`config.mk`:
```
export PLATFORM = sky130hd
export DESIGN_NAME = noc_credit_tx
export DESIGN_NICKNAME = d
export VERILOG_FILES = /design/src/rtl/noc_credit_tx.sv
export SDC_FILE = /design/constraint.sdc
export NUM_CORES = 1
export LEC_CHECK = 0
export CAP_MARGIN = 20
export CORE_ASPECT_RATIO = 0.7
export CORE_MARGIN = 4
export CORE_UTILIZATION = 50
export CTS_CLUSTER_SIZE = 10
export DETAILED_ROUTE_END_ITERATION = 7
export GPL_ROUTABILITY_DRIVEN = 0
export GPL_TIMING_DRIVEN = 0
export HOLD_SLACK_MARGIN = 0.15
export PLACE_DENSITY = 0.8
export RECOVER_POWER = 50
export SETUP_SLACK_MARGIN = 0.1
export SKIP_LAST_GASP = 1
export SYNTH_ARGS = -nofsm -noshare
export SYNTH_HDL_FRONTEND = slang
export SYNTH_SLANG_ARGS = --single-unit
```
`constraint.sdc`:
```
create_clock -name clk -period 4.9 [get_ports clk]
set_input_delay 0.49 -clock clk [delete_from_list [all_inputs] [get_ports clk]]
set_output_delay 0.49 -clock clk [all_outputs]
set_load 0.01 [all_outputs]
```
`src/rtl/noc_credit_tx.sv`:
```
// noc_credit_tx: transmit side of a credit-based 16-bit NoC link.
// Local flits are buffered in a small circular FIFO. One flit is launched per cycle
// while the queue is non-empty and credits remain. Each credit pulse returns one credit.
// Optional feature macro: NOC_TX_CREDIT_CHECK_EN adds a sticky credit-overflow flag.
// When the macro is undefined, credit_err is tied low.

module noc_credit_tx #(
    parameter int unsigned CREDITS = 4,
    parameter int unsigned QDEPTH  = 4
) (
    input  logic                     clk,
    input  logic                     rst,
    input  logic                     in_valid,
    input  logic [15:0]              in_data,
    output logic                     in_ready,
    output logic                     enable,
    output logic [15:0]              data,
    input  logic                     credit,
    output logic [3:0]               credit_cnt,
    output logic [$clog2(QDEPTH):0]  q_count,
    output logic                     credit_err
);

    localparam int unsigned AW = $clog2(QDEPTH);

    typedef logic [AW:0] ptr_t;

    localparam ptr_t       QFull      = ptr_t'(QDEPTH);
    localparam logic [3:0] CreditsMax = 4'(CREDITS);

    // Queue storage and pointers; pointers carry one wrap bit above the index.
    logic [15:0] mem_q [QDEPTH];
    ptr_t        wr_ptr_q, wr_ptr_d;
    ptr_t        rd_ptr_q, rd_ptr_d;

    logic [3:0]  credit_cnt_q, credit_cnt_d;
    logic        enable_q, enable_d;
    logic [15:0] data_q, data_d;

    logic        push;
    logic        send;
    logic [15:0] head;
    logic [4:0]  credit_sum;

    // Occupancy, handshake and launch decision from registered state only.
    always_comb begin
        q_count  = wr_ptr_q - rd_ptr_q;
        in_ready = (q_count != QFull);
        push     = in_valid && in_ready;
        send     = (q_count != '0) && (credit_cnt_q != 4'd0);
        head     = mem_q[rd_ptr_q[AW-1:0]];
    end

    // Next-state for pointers, link outputs and the saturating credit counter.
    always_comb begin
        wr_ptr_d = wr_ptr_q;
        rd_ptr_d = rd_ptr_q;
        enable_d = 1'b0;
        data_d   = data_q;

        if (push) begin
            wr_ptr_d = wr_ptr_q + ptr_t'(1);
        end
        if (send) begin
            rd_ptr_d = rd_ptr_q + ptr_t'(1);
            enable_d = 1'b1;
            data_d   = head;
        end

        // send implies a non-zero count, so the subtraction cannot underflow.
        credit_sum   = {1'b0, credit_cnt_q} + {4'd0, credit} - {4'd0, send};
        credit_cnt_d = (credit_sum > {1'b0, CreditsMax}) ? CreditsMax : credit_sum[3:0];
    end

    // Queue payload write; contents need no reset because the pointers define validity.
    always_ff @(posedge clk) begin
        if (!rst && push) begin
            mem_q[wr_ptr_q[AW-1:0]] <= in_data;
        end
    end

    // Control state register with synchronous reset.
    always_ff @(posedge clk) begin
        if (rst) begin
            wr_ptr_q     <= '0;
            rd_ptr_q     <= '0;
            credit_cnt_q <= CreditsMax;
            enable_q     <= 1'b0;
            data_q       <= 16'h0000;
        end else begin
            wr_ptr_q     <= wr_ptr_d;
            rd_ptr_q     <= rd_ptr_d;
            credit_cnt_q <= credit_cnt_d;
            enable_q     <= enable_d;
            data_q       <= data_d;
        end
    end

    assign enable     = enable_q;
    assign data       = data_q;
    assign credit_cnt = credit_cnt_q;

`ifdef NOC_TX_CREDIT_CHECK_EN
    logic credit_err_q;
    logic credit_ovf;

    // A credit while already full and not spending one is an overflow.
    assign credit_ovf = credit && !send && (credit_cnt_q == CreditsMax);

    // Sticky overflow flag, cleared only by reset.
    always_ff @(posedge clk) begin
        if (rst) begin
            credit_err_q <= 1'b0;
        end else if (credit_ovf) begin
            credit_err_q <= 1'b1;
        end
    end

    assign credit_err = credit_err_q;
`else
    assign credit_err = 1'b0;
`endif

endmodule

```
==> results of run 1 <==
[routing by layer]
layer / wire length [µm] / part of all wire / track usage / up-vias
li1: - / - / - / 922
met1: 3020 / 0.48 / 0.214 / 944
met2: 2780 / 0.44 / 0.231 / 52
met3: 390 / 0.062 / 0.0561 / 10
met4: 99 / 0.016 / 0.0554 / 0
met5: 0 / 0 / 0 / -
[state kept, by name, summed over array words and instances, names as in the netlist]
| name | cells |
|---|---|
| data | 16 |
| mem_q | 64 |
| rd_ptr_q | 3 |
| credit_cnt | 4 |
| wr_ptr_q | 3 |
| enable | 1 |
[cells by family after synthesis]
kind of cell	Yosys count	synth area share
flops	91	0.668
compound gates	9	0.0217
xor+xnor	6	0.0183
simple gates	41	0.0520
other cells	1	0.00102
buf+inv	25	0.0377
fa+ha+maj	14	0.0516
mux	35	0.149
[synthesized netlist by cell type, types with 3 or more instances]
library cell	instances	area [µm²]
mux2i_1	19	190
and2_1	5	31.3
inv_1	15	56.3
nor2_1	23	86.3
a21oi_1	5	25.0
edfxtp_1	64	1920
xnor2_1	3	26.3
dfxtp_1	27	541
mux4_2	16	360
ha_1	12	150
[how the worst min path moves through the flow]
stage	slack (ns)	startpoint	endpoint	depth (start not counted)
detailed placement	0.48	data[3]	data[3]	2
finish	0.44	rst	wr_ptr_q[2]	2
CTS	0.43	rst	wr_ptr_q[2]	2
global route	0.46	rst	enable	2
global placement	0.47	data[5]	data[5]	2
floorplan	0.52	wr_ptr_q[1]	wr_ptr_q[1]	2
[per-stage QoR]
step | area (µm²) | setup slack [ns]
detailed placement | 4240 | 1.23
floorplan | 3690 | 1.46
CTS | 4440 | 1.21
global placement | 4240 | 1.26
global route | 4410 | 0.885
finish | 4410 | 1.04
[layout by cell type (no fill, tap or decap), types with 3 or more instances in the layout]
cell             synthesis  layout
dlygate4sd3_1            0      37
clkdlybuf4s50_1          0       6
edfxtp_1                64      64
a21oi_1                  5       6
and2_1                   5       4
mux4_2                  16      16
mux2i_1                 19      19
clkbuf_1                 2       3
inv_1                   15      15
clkbuf_8                 0       9
ha_1                    12      12
nor2_1                  23      23
dfxtp_1                 27      27
xnor2_1                  3       3
[cell type report]
class,count,area share
flip-flops and latches,91,0.558
multi-input cells,107,0.241
repair buffers,43,0.0976
clock buffers,10,0.0289
well taps,94,0.0267
plain buffers,10,0.0187
clock inverters,6,0.0162
inverters,15,0.0128
[power by group through the flow]
stage | combinational [mW] | sequential, mW | clock, mW
global placement | 1.19 | 1.03 | 0
CTS | 1.21 | 1.02 | 0.523
detailed placement | 1.20 | 1.04 | 0
finish | 1.13 | 1.02 | 0.507
global route | 1.24 | 1.03 | 0.553
floorplan | 0.823 | 1.05 | 0
[critical path, delay by kind of cell, from the launching register on]
kind | cells | cell delay (ns)
compound gates | 2 | 0.76
fa+ha+maj | 5 | 1.43
buf+inv | 4 | 0.44
flops | 1 | 0.37
simple gates | 3 | 0.75
==> results.md, run 1 <==
* Outcome: finished, final reports clean
* Final min period at about 3.9 ns
* Post-synth EDFFs at 64
* Combinational power share at 0.425
* Input/output buffers at between 40 and 50
* DRT Pass-1 Iters at 4
* Area of the multi-input gates at 0.00106 mm²
* Worst-Margin Slew at roughly 0.86 ns
* Initial antenna violation count at 0
* Vias in the first global route at 1950
* Layout cells sized above 1 at 0.128
* Clock Path Buffers at 2
* Final HPWL DP at 4.24 mm
* Die height at 79.8 µm
* P_int at 1.79 mW
* VDD IR max at around 0.00052 V
* Antenna Cells at 0
* Max cap viols at 0
* Post-synthesis cell count at 222
* CTS resizes at 0
* Switch share at 0.325
* Layout Skew at about 0.0094 ns
* Pin count of the biggest net entering global routing at 17
* Final Cycle Share at 0.787
* Reg power frac at 0.384
* Core area at 0.00694 mm²
* R2r setup slk at between 1 and 1.5 ns
* Crit. End Element: flip-flop
* Via count at 1928
* Htree depth at 3
* CP max FO at 10
* CP Class: reg -> reg
* Register area at approximately 0.0025 mm²
* Post-CTS Setup Inserts at 0
* Flops & latches, synth at 91
* P_leak at 1.69 nW
* Max_slew headroom at 0.427
* Initial Util at 0.531
* RSZ-0062 raised after global routing: false
* Total Routing Usage GR at 0.156
* Synth cell types at 32
* # IOs at 46
* CTS tree: done
* Hold crit path type: in -> reg
* Routed WL at around 6.3 mm
* Worst-path clk slew at 0.08 ns
* CTS sink cnt at 91
* Die Wd at roughly 110 µm
* Worst-skew pair later-pin latency at 0.36 ns
* DR DRC count at 0
* Total grt overflow at 0
* Final hold vios at 0
* Reg2reg end: credit_cnt[2]
* Worst r2r path cells at 14
* First-pass GRT wire length at 10.4 mm
* Max-slew violations at 0
* Vias per cell at 5.13
* Clk pwr share at 0.191
* Worst EP required at 5.15 ns
* Clock Tree Root: clkbuf_8
* Row cnt at 25
* Placed insts at 360
* Async S/R FF share, synth at 0
* Fin cells at between 300 and 400
* Fillers at around 520
* End of the critical path: credit_cnt[2]
* Startpoint Class: flip-flop
* Worst r2r src: wr_ptr_q[0]
* YS warnings at 0
* Layout area overhead at 19.7%
* Main flop type after synthesis: edfxtp_1
* CTS Hold Buffers Added at 0
* DIE AREA at 0.00883 mm²
* Final setup fails at 0
* Avg Cell Area, Syn at 16.6 µm²
* CP max stage delay at 0.45 ns
* Critical Path, Cell by Cell: inv_1, ha_1, fa_1, and2_0, a21oi_1, buf_12, ha_1, inv_1, ha_1, inv_1, fa_1, nand2b_1, a221o_1, or3_1
* Hold WS at 0.443 ns
* Post-Syn Area at approximately 0.0037 mm²
* Routed Antenna Nets at 0
* Setup crit start: wr_ptr_q[0]
* Core Util, Final at 0.635
* Power per cell area at 602 mW/mm²
* CTS buffer count at 9
* CP arrival at roughly 4 ns
* Fmax achieved at 0.259 GHz
* Initial DRC Count at 113
* Drt wl/cell at between 15 and 20 µm
* CP max stage cell: fa_1
* Final #Nets at 311
* Post-Route Setup TNS at 0 ns
* Sequential share of the synthesized area at 0.668
* Sw power at around 0.86 mW
* Power, Total at 2.65 mW
Note: power is estimated with default switching activity, not from simulation.
==> run 2, diff against run 1 <==
--- a/config.mk
+++ b/config.mk
@@ -8,13 +8,13 @@
 export CAP_MARGIN = 20
 export CORE_ASPECT_RATIO = 0.7
 export CORE_MARGIN = 4
-export CORE_UTILIZATION = 50
+export CORE_UTILIZATION = 49
 export CTS_CLUSTER_SIZE = 10
 export DETAILED_ROUTE_END_ITERATION = 7
 export GPL_ROUTABILITY_DRIVEN = 0
 export GPL_TIMING_DRIVEN = 0
 export HOLD_SLACK_MARGIN = 0.15
-export PLACE_DENSITY = 0.8
+export PLACE_DENSITY = 0.82
 export RECOVER_POWER = 50
 export SETUP_SLACK_MARGIN = 0.1
 export SKIP_LAST_GASP = 1
==> constraint.sdc (replaced) <==
create_clock -name clk -period 3.32 [get_ports clk]
set_input_delay 0.332 -clock clk [delete_from_list [all_inputs] [get_ports clk]]
set_output_delay 0.332 -clock clk [all_outputs]
set_load 0.01 [all_outputs]
==> results.md, run 2 (synthesis gave the netlist of run 1 again) <==
* Outcome: finished, final reports clean (unchanged)
* Clock Tree Root: clkbuf_8 (unchanged)
* Buf/Inv on CP at 4 (unchanged)
* DP Area at 0.00429 mm² (was 0.00424 mm²)
* Routed WL at 6.32 mm (was 6.28 mm)
* Clock Path Buffers at 2 (unchanged)
* Final HPWL DP at 4.21 mm (was 4.24 mm)
* Max cap viols at 0 (unchanged)
* Total grt overflow at 0 (unchanged)
* Initial antenna violation count at 0 (unchanged)
* Die Wd at 112 µm (was 111 µm)
* Pin count of the biggest net entering global routing at 17 (unchanged)
* Startpoint Class: flip-flop (unchanged)
* Sw power at 1.37 mW (was 0.863 mW)
* Via count at 1957 (was 1928)
* Final setup fails at 0 (unchanged)
* Hold crit path type: in -> reg (unchanged)
* Clk pwr share at 0.157 (was 0.191)
* Critical Path, Cell by Cell: inv_4, ha_4, fa_2, and2_4, a21oi_4, buf_12, ha_4, inv_1, ha_2, inv_2, fa_2, nand2b_4, a221o_1, or3_1 (was inv_1, ha_1, fa_1, and2_0, a21oi_1, buf_12, ha_1, inv_1, ha_1, inv_1, fa_1, nand2b_1, a221o_1, or3_1)
* DIE AREA at 0.00899 mm² (was 0.00883 mm²)
* First-pass GRT wire length at 9.99 mm (was 10.4 mm)
* DRT Pass-1 Iters at 5 (was 4)
* CP max stage delay at 0.53 ns (was 0.45 ns)
* Total Routing Usage GR at 0.150 (was 0.156)
* Row cnt at 26 (was 25)
* CP Class: reg -> reg (unchanged)
* Max-slew violations at 0 (unchanged)
* Layout area overhead at 22.8% (was 19.7%)
* CTS tree: done (unchanged)
* RSZ-0062 raised after global routing: true (was false)
* Power per cell area at 915 mW/mm² (was 602 mW/mm²)
* Most frequent cells in the layout: edfxtp_1 (64), dlygate4sd3_1 (38), dfxtp_1 (25), nor2_1 (23), mux2i_1 (19) (was edfxtp_1 (64), dlygate4sd3_1 (37), dfxtp_1 (27), nor2_1 (23), mux2i_1 (19))
* Vias per cell at 5.04 (was 5.13)
* Core area at 0.00732 mm² (was 0.00694 mm²)
* Reg power frac at 0.365 (was 0.384)
* # IOs at 46 (unchanged)
* Layout cells sized above 1 at 0.197 (was 0.128)
* CTS buffer count at 9 (unchanged)
* DP Worst Slack at -0.136 ns (was 1.23 ns)
* Design Area, Final at 0.00452 mm² (was 0.00441 mm²)
* Most common cell after layout, fill and taps aside: edfxtp_1 (unchanged)
* Drt wl/cell at 16.3 µm (was 16.7 µm)
* Core Util, Final at 0.618 (was 0.635)
* Final min period at 3.19 ns (was 3.86 ns)
* Fmax achieved at 0.313 GHz (was 0.259 GHz)
* Slack of the critical path at 0.129 ns (was 1.04 ns)
* Fillers at 551 (was 524)
* CTS sink cnt at 91 (unchanged)
* CP max stage cell: fa_2 (was fa_1)
* Switch share at 0.332 (was 0.325)
* Layout Skew at 0.00854 ns (was 0.00939 ns)
* P_int at 2.76 mW (was 1.79 mW)
* Final hold vios at 0 (unchanged)
* Initial DRC Count at 63 (was 113)
* Combinational power share at 0.478 (was 0.425)
* Max reg flops at 64 (unchanged)
* Antenna Cells at 0 (unchanged)
* Post-Route Setup TNS at 0 ns (unchanged)
* Final Cycle Share at 0.961 (was 0.787)
* VDD IR max at 0.000811 V (was 0.000521 V)
* Worst-Margin Slew at 0.890 ns (was 0.860 ns)
* Initial Util at 0.503 (was 0.531)
* CP max FO at 4 (was 10)
* Htree depth at 3 (unchanged)
* P_leak at 1.73 nW (was 1.69 nW)
* Final #Nets at 319 (was 311)
* Vias in the first global route at 1976 (was 1950)
* Worst-skew pair later-pin latency at 0.35 ns (was 0.36 ns)
* Crit. End Element: flip-flop (unchanged)
* Routed Antenna Nets at 0 (unchanged)
* Power, Total at 4.14 mW (was 2.65 mW)
* DR DRC count at 0 (unchanged)
* CP arrival at 3.42 ns (was 4.10 ns)
* CTS Hold Buffers Added at 0 (unchanged)
* Worst EP required at 3.55 ns (was 5.15 ns)
* Die height at 80.6 µm (was 79.8 µm)
* Cell family with most CP delay: adder cells (unchanged)
* Max_slew headroom at 0.407 (was 0.427)
* Input/output buffers at 43 (unchanged)
* Worst-path clk slew at 0.08 ns (about the same)
[run 2: worst register-to-register path: stages (launching register included)]
cell and delay [ns]:
dfxtp_4 0.37, inv_4 0.05, ha_4 0.15, fa_2 0.53, and2_4 0.16, a21oi_4 0.06, buf_12 0.15, ha_4 0.20
inv_1 0.05, ha_2 0.18, inv_2 0.04, fa_2 0.35, nand2b_4 0.16, a221o_1 0.32, or3_1 0.32
[run 2: repair_timing]
action	in CTS	in global routing
gates cloned	0	0
pin swaps	4	3
endpoints found under the setup margin	3	3
buffers inserted	6	2
resized for setup	2	1
[run 2: layer usage]
metal | up-vias | GRT usage | part of all wire
li1 | 936 | - | -
met4 | 0 | 0.0474 | 0.0087
met1 | 962 | 0.196 | 0.46
met2 | 53 | 0.238 | 0.47
met3 | 6 | 0.0535 | 0.059
met5 | - | 0 | 0
[run 2: through the flow]
step	cells	hold slack, ns
after floorplan	223	0.431
after global placement	364	0.471
after detailed placement	364	0.480
after CTS	386	0.301
after global routing	388	0.322
final	388	0.318
[run 2: final cells by class]
class / count / area (µm²) / share of cell area
Timing Repair Buffer: 51 / 487 / 0.108
Clock buffer: 11 / 131 / 0.0290
Buffer: 10 / 82.6 / 0.0183
Multi-Input combinational cell: 107 / 1130 / 0.251
Clock inverter: 5 / 38.8 / 0.00858
Tap cell: 98 / 123 / 0.0271
Inverter: 15 / 58.8 / 0.0130
Sequential cell: 91 / 2470 / 0.546
[run 2: worst paths after layout]
check / from / cells past startpoint / slack (ns) / to
setup reg to reg: wr_ptr_q[0] / 14 / 0.13 / credit_cnt[2]
setup / recovery: wr_ptr_q[0] / 14 / 0.13 / credit_cnt[2]
hold reg to reg: data[2] / 2 / 0.49 / data[2]
hold / removal: rst / 2 / 0.32 / enable
[run 2: power by group through the flow]
stage	registers, mW	logic (mW)	clock network [mW]
6_report	1.51	1.98	0.650
5_1_grt	1.53	2.14	0.723
4_1_cts	1.52	1.99	0.667
3_5_place_dp	1.54	1.91	0
3_3_place_gp	1.53	1.84	0
2_1_floorplan	1.56	1.30	0
==> run 3, diff against run 2 <==
--- a/config.mk
+++ b/config.mk
@@ -16,7 +16,6 @@
 export HOLD_SLACK_MARGIN = 0.15
 export PLACE_DENSITY = 0.82
 export RECOVER_POWER = 50
-export SETUP_SLACK_MARGIN = 0.1
 export SKIP_LAST_GASP = 1
 export SYNTH_ARGS = -nofsm -noshare
 export SYNTH_HDL_FRONTEND = slang
==> results.md, run 3 (synthesis gave the netlist of run 1 again) <==
* Buf/Inv on CP at 3 (was 4)
* Fillers at 567 (was 551)
* Reg power frac at 0.361 (was 0.365)
* Slack of the critical path at 0.143 ns (was 0.129 ns)
* Core area at 0.00732 mm² (unchanged)
* P_int at 2.82 mW (was 2.76 mW)
* DIE AREA at 0.00899 mm² (unchanged)
* DP Area at 0.00426 mm² (was 0.00429 mm²)
* Max cap viols at 0 (unchanged)
* Design Area, Final at 0.00452 mm² (about the same)
* Clk pwr share at 0.166 (was 0.157)
* Clock Path Buffers at 2 (unchanged)
* Hold crit path type: in -> reg (unchanged)
* Reg2reg end: credit_cnt[2] (unchanged)
* Initial antenna violation count at 0 (unchanged)
* End of the critical path: credit_cnt[2] (unchanged)
* CTS buffer count at 9 (unchanged)
* Layout Skew at 0.00781 ns (was 0.00854 ns)
* Worst EP required at 3.56 ns (was 3.55 ns)
* Final HPWL DP at 4.34 mm (was 4.21 mm)
* Worst r2r src: wr_ptr_q[0] (unchanged)
* CP max FO at 3 (was 4)
* Initial Util at 0.503 (unchanged)
* Most common cell after layout, fill and taps aside: edfxtp_1 (unchanged)
* CP max stage delay at 0.37 ns (was 0.53 ns)
* Hold WS at 0.323 ns (was 0.318 ns)
* Worst r2r path cells at 13 (was 14)
* First-pass GRT wire length at 10.8 mm (was 9.99 mm)
* Worst-path clk slew at 0.08 ns (about the same)
* Antenna Cells at 0 (unchanged)
* CTS Hold Buffers Added at 0 (unchanged)
* Clock Tree Root: clkbuf_8 (unchanged)
* # IOs at 46 (unchanged)
* Fmax achieved at 0.315 GHz (was 0.313 GHz)
* Sw power at 1.36 mW (was 1.37 mW)
* Total grt overflow at 0 (unchanged)
* Layout cells sized above 1 at 0.192 (was 0.197)
* Routed Antenna Nets at 0 (unchanged)
* VDD IR max at 0.000656 V (was 0.000811 V)
* Cell family with most CP delay: adder cells (unchanged)
* Die Wd at 112 µm (unchanged)
* Layout area overhead at 22.7% (was 22.8%)
* Die height at 80.6 µm (unchanged)
* Initial DRC Count at 66 (was 63)
* CP max stage cell: or3_1 (was fa_2)
* Total Routing Usage GR at 0.162 (was 0.150)
* DRT Pass-1 Iters at 4 (was 5)
* CP Class: reg -> reg (unchanged)
* Row cnt at 26 (unchanged)
* Input/output buffers at 43 (unchanged)
* Pin count of the biggest net entering global routing at 17 (unchanged)
* Htree depth at 3 (unchanged)
* CP arrival at 3.41 ns (was 3.42 ns)
* Vias in the first global route at 2111 (was 1976)
* Critical Path, Cell by Cell: inv_4, ha_4, fa_2, xnor3_2, a21oi_4, ha_4, inv_2, ha_4, inv_2, fa_2, nand2b_4, a221o_1, or3_1 (was inv_4, ha_4, fa_2, and2_4, a21oi_4, buf_12, ha_4, inv_1, ha_2, inv_2, fa_2, nand2b_4, a221o_1, or3_1)
* Routed WL at 6.65 mm (was 6.32 mm)
* Outcome: finished, final reports clean (unchanged)
* R2r setup slk at 0.14 ns (was 0.13 ns)
* Final hold vios at 0 (unchanged)
* Final min period at 3.18 ns (was 3.19 ns)
* Combinational power share at 0.473 (was 0.478)
* P_leak at 1.73 nW (about the same)
* CTS tree: done (unchanged)
* RSZ-0062 raised after global routing: false (was true)
* Worst-skew pair later-pin latency at 0.35 ns (about the same)
* Max_slew headroom at 0.362 (was 0.407)
* Most frequent cells in the layout: edfxtp_1 (64), dlygate4sd3_1 (37), dfxtp_1 (25), nor2_1 (23), mux2i_1 (19) (was edfxtp_1 (64), dlygate4sd3_1 (38), dfxtp_1 (25), nor2_1 (23), mux2i_1 (19))
* Final #Nets at 321 (was 319)
* Final Cycle Share at 0.957 (was 0.961)
* Via count at 1998 (was 1957)
* Vias per cell at 5.14 (was 5.04)
* Max-slew violations at 0 (unchanged)
* Total number of cells along the worst setup path at 13 (was 14)
* Power per cell area at 924 mW/mm² (was 915 mW/mm²)
* Top cell by count, worst path: ha_4
* DP Worst Slack at -0.222 ns (was -0.136 ns)
* Final setup fails at 0 (unchanged)
* Startpoint Class: flip-flop (unchanged)
* Setup crit start: wr_ptr_q[0] (unchanged)
* Worst-Margin Slew at 0.956 ns (was 0.890 ns)
* Switch share at 0.325 (was 0.332)
* Drt wl/cell at 17.1 µm (was 16.3 µm)
* DR DRC count at 0 (unchanged)
* Max reg flops at 64 (unchanged)
* CTS sink cnt at 91 (unchanged)
* Crit. End Element: flip-flop (unchanged)
[run 3: cell count changes in the layout (fill, tap and decap cells not counted), sizes merged]
cell	change
buf	+2
clkinv	-2
bufinv	+1
clkbuf	+1
clkdlybuf4s50	+1
dlygate4sd3	-1
inv	-1
[run 3: what timing repair did]
action,CTS,global route
pin swaps,5,5
endpoints found under the setup margin,3,3
resized for setup,9,1
setup buffers,7,4
[run 3: worst min path at each step]
| stage | end | startpoint | cells after the start |
|---|---|---|---|
| floorplan | mem_q[0][0] | in_data[0] | 0 |
| finish | enable | rst | 2 |
| CTS | enable | rst | 2 |
| detailed placement | data[3] | data[3] | 2 |
| global placement | data[3] | data[3] | 2 |
| global route | enable | rst | 2 |
[run 3: worst register-to-register path: cells and delay by family (launching register included)]
| family | cells | cell delay [ns] |
|---|---|---|
| buf+inv | 3 | 0.13 |
| simple gates | 2 | 0.53 |
| xor+xnor | 1 | 0.29 |
| compound gates | 2 | 0.55 |
| flops | 1 | 0.36 |
| fa+ha+maj | 5 | 1.22 |
[run 3: routing by layer]
metal	track usage	routed length [µm]
met1	0.195	2930
met2	0.280	3350
met3	0.0535	286
met4	0.0474	76
met5	0	0
[run 3: layout make-up]
type / instances / area (µm²) / share of cell area
well taps: 98 / 123 / 0.0271
clock buffers: 12 / 135 / 0.0299
multi-input cells: 107 / 1130 / 0.249
repair buffers: 54 / 509 / 0.113
plain buffers: 9 / 62.6 / 0.0138
flip-flops and latches: 91 / 2460 / 0.545
inverters: 15 / 58.8 / 0.0130
clock inverters: 3 / 42.5 / 0.00941
[run 3: power by group through the flow]
stage               logic [mW]  clock network (mW)  registers (mW)
floorplan                 1.26                   0            1.56
global placement          1.79                   0            1.53
detailed placement        1.85                   0            1.54
CTS                       2.02               0.710            1.52
global route              2.16               0.776            1.53
finish                    1.98               0.693            1.51
[run 3: through the flow]
step                      utilization  TNS, ns  power (mW)  std cells
final                           0.618        0        4.18        389
after floorplan                     -        0        2.81        223
after detailed placement        0.581   -0.327        3.38        364
after global placement          0.581   -0.135        3.32        364
after global routing            0.618        0        4.46        389
after CTS                       0.619        0        4.24        386
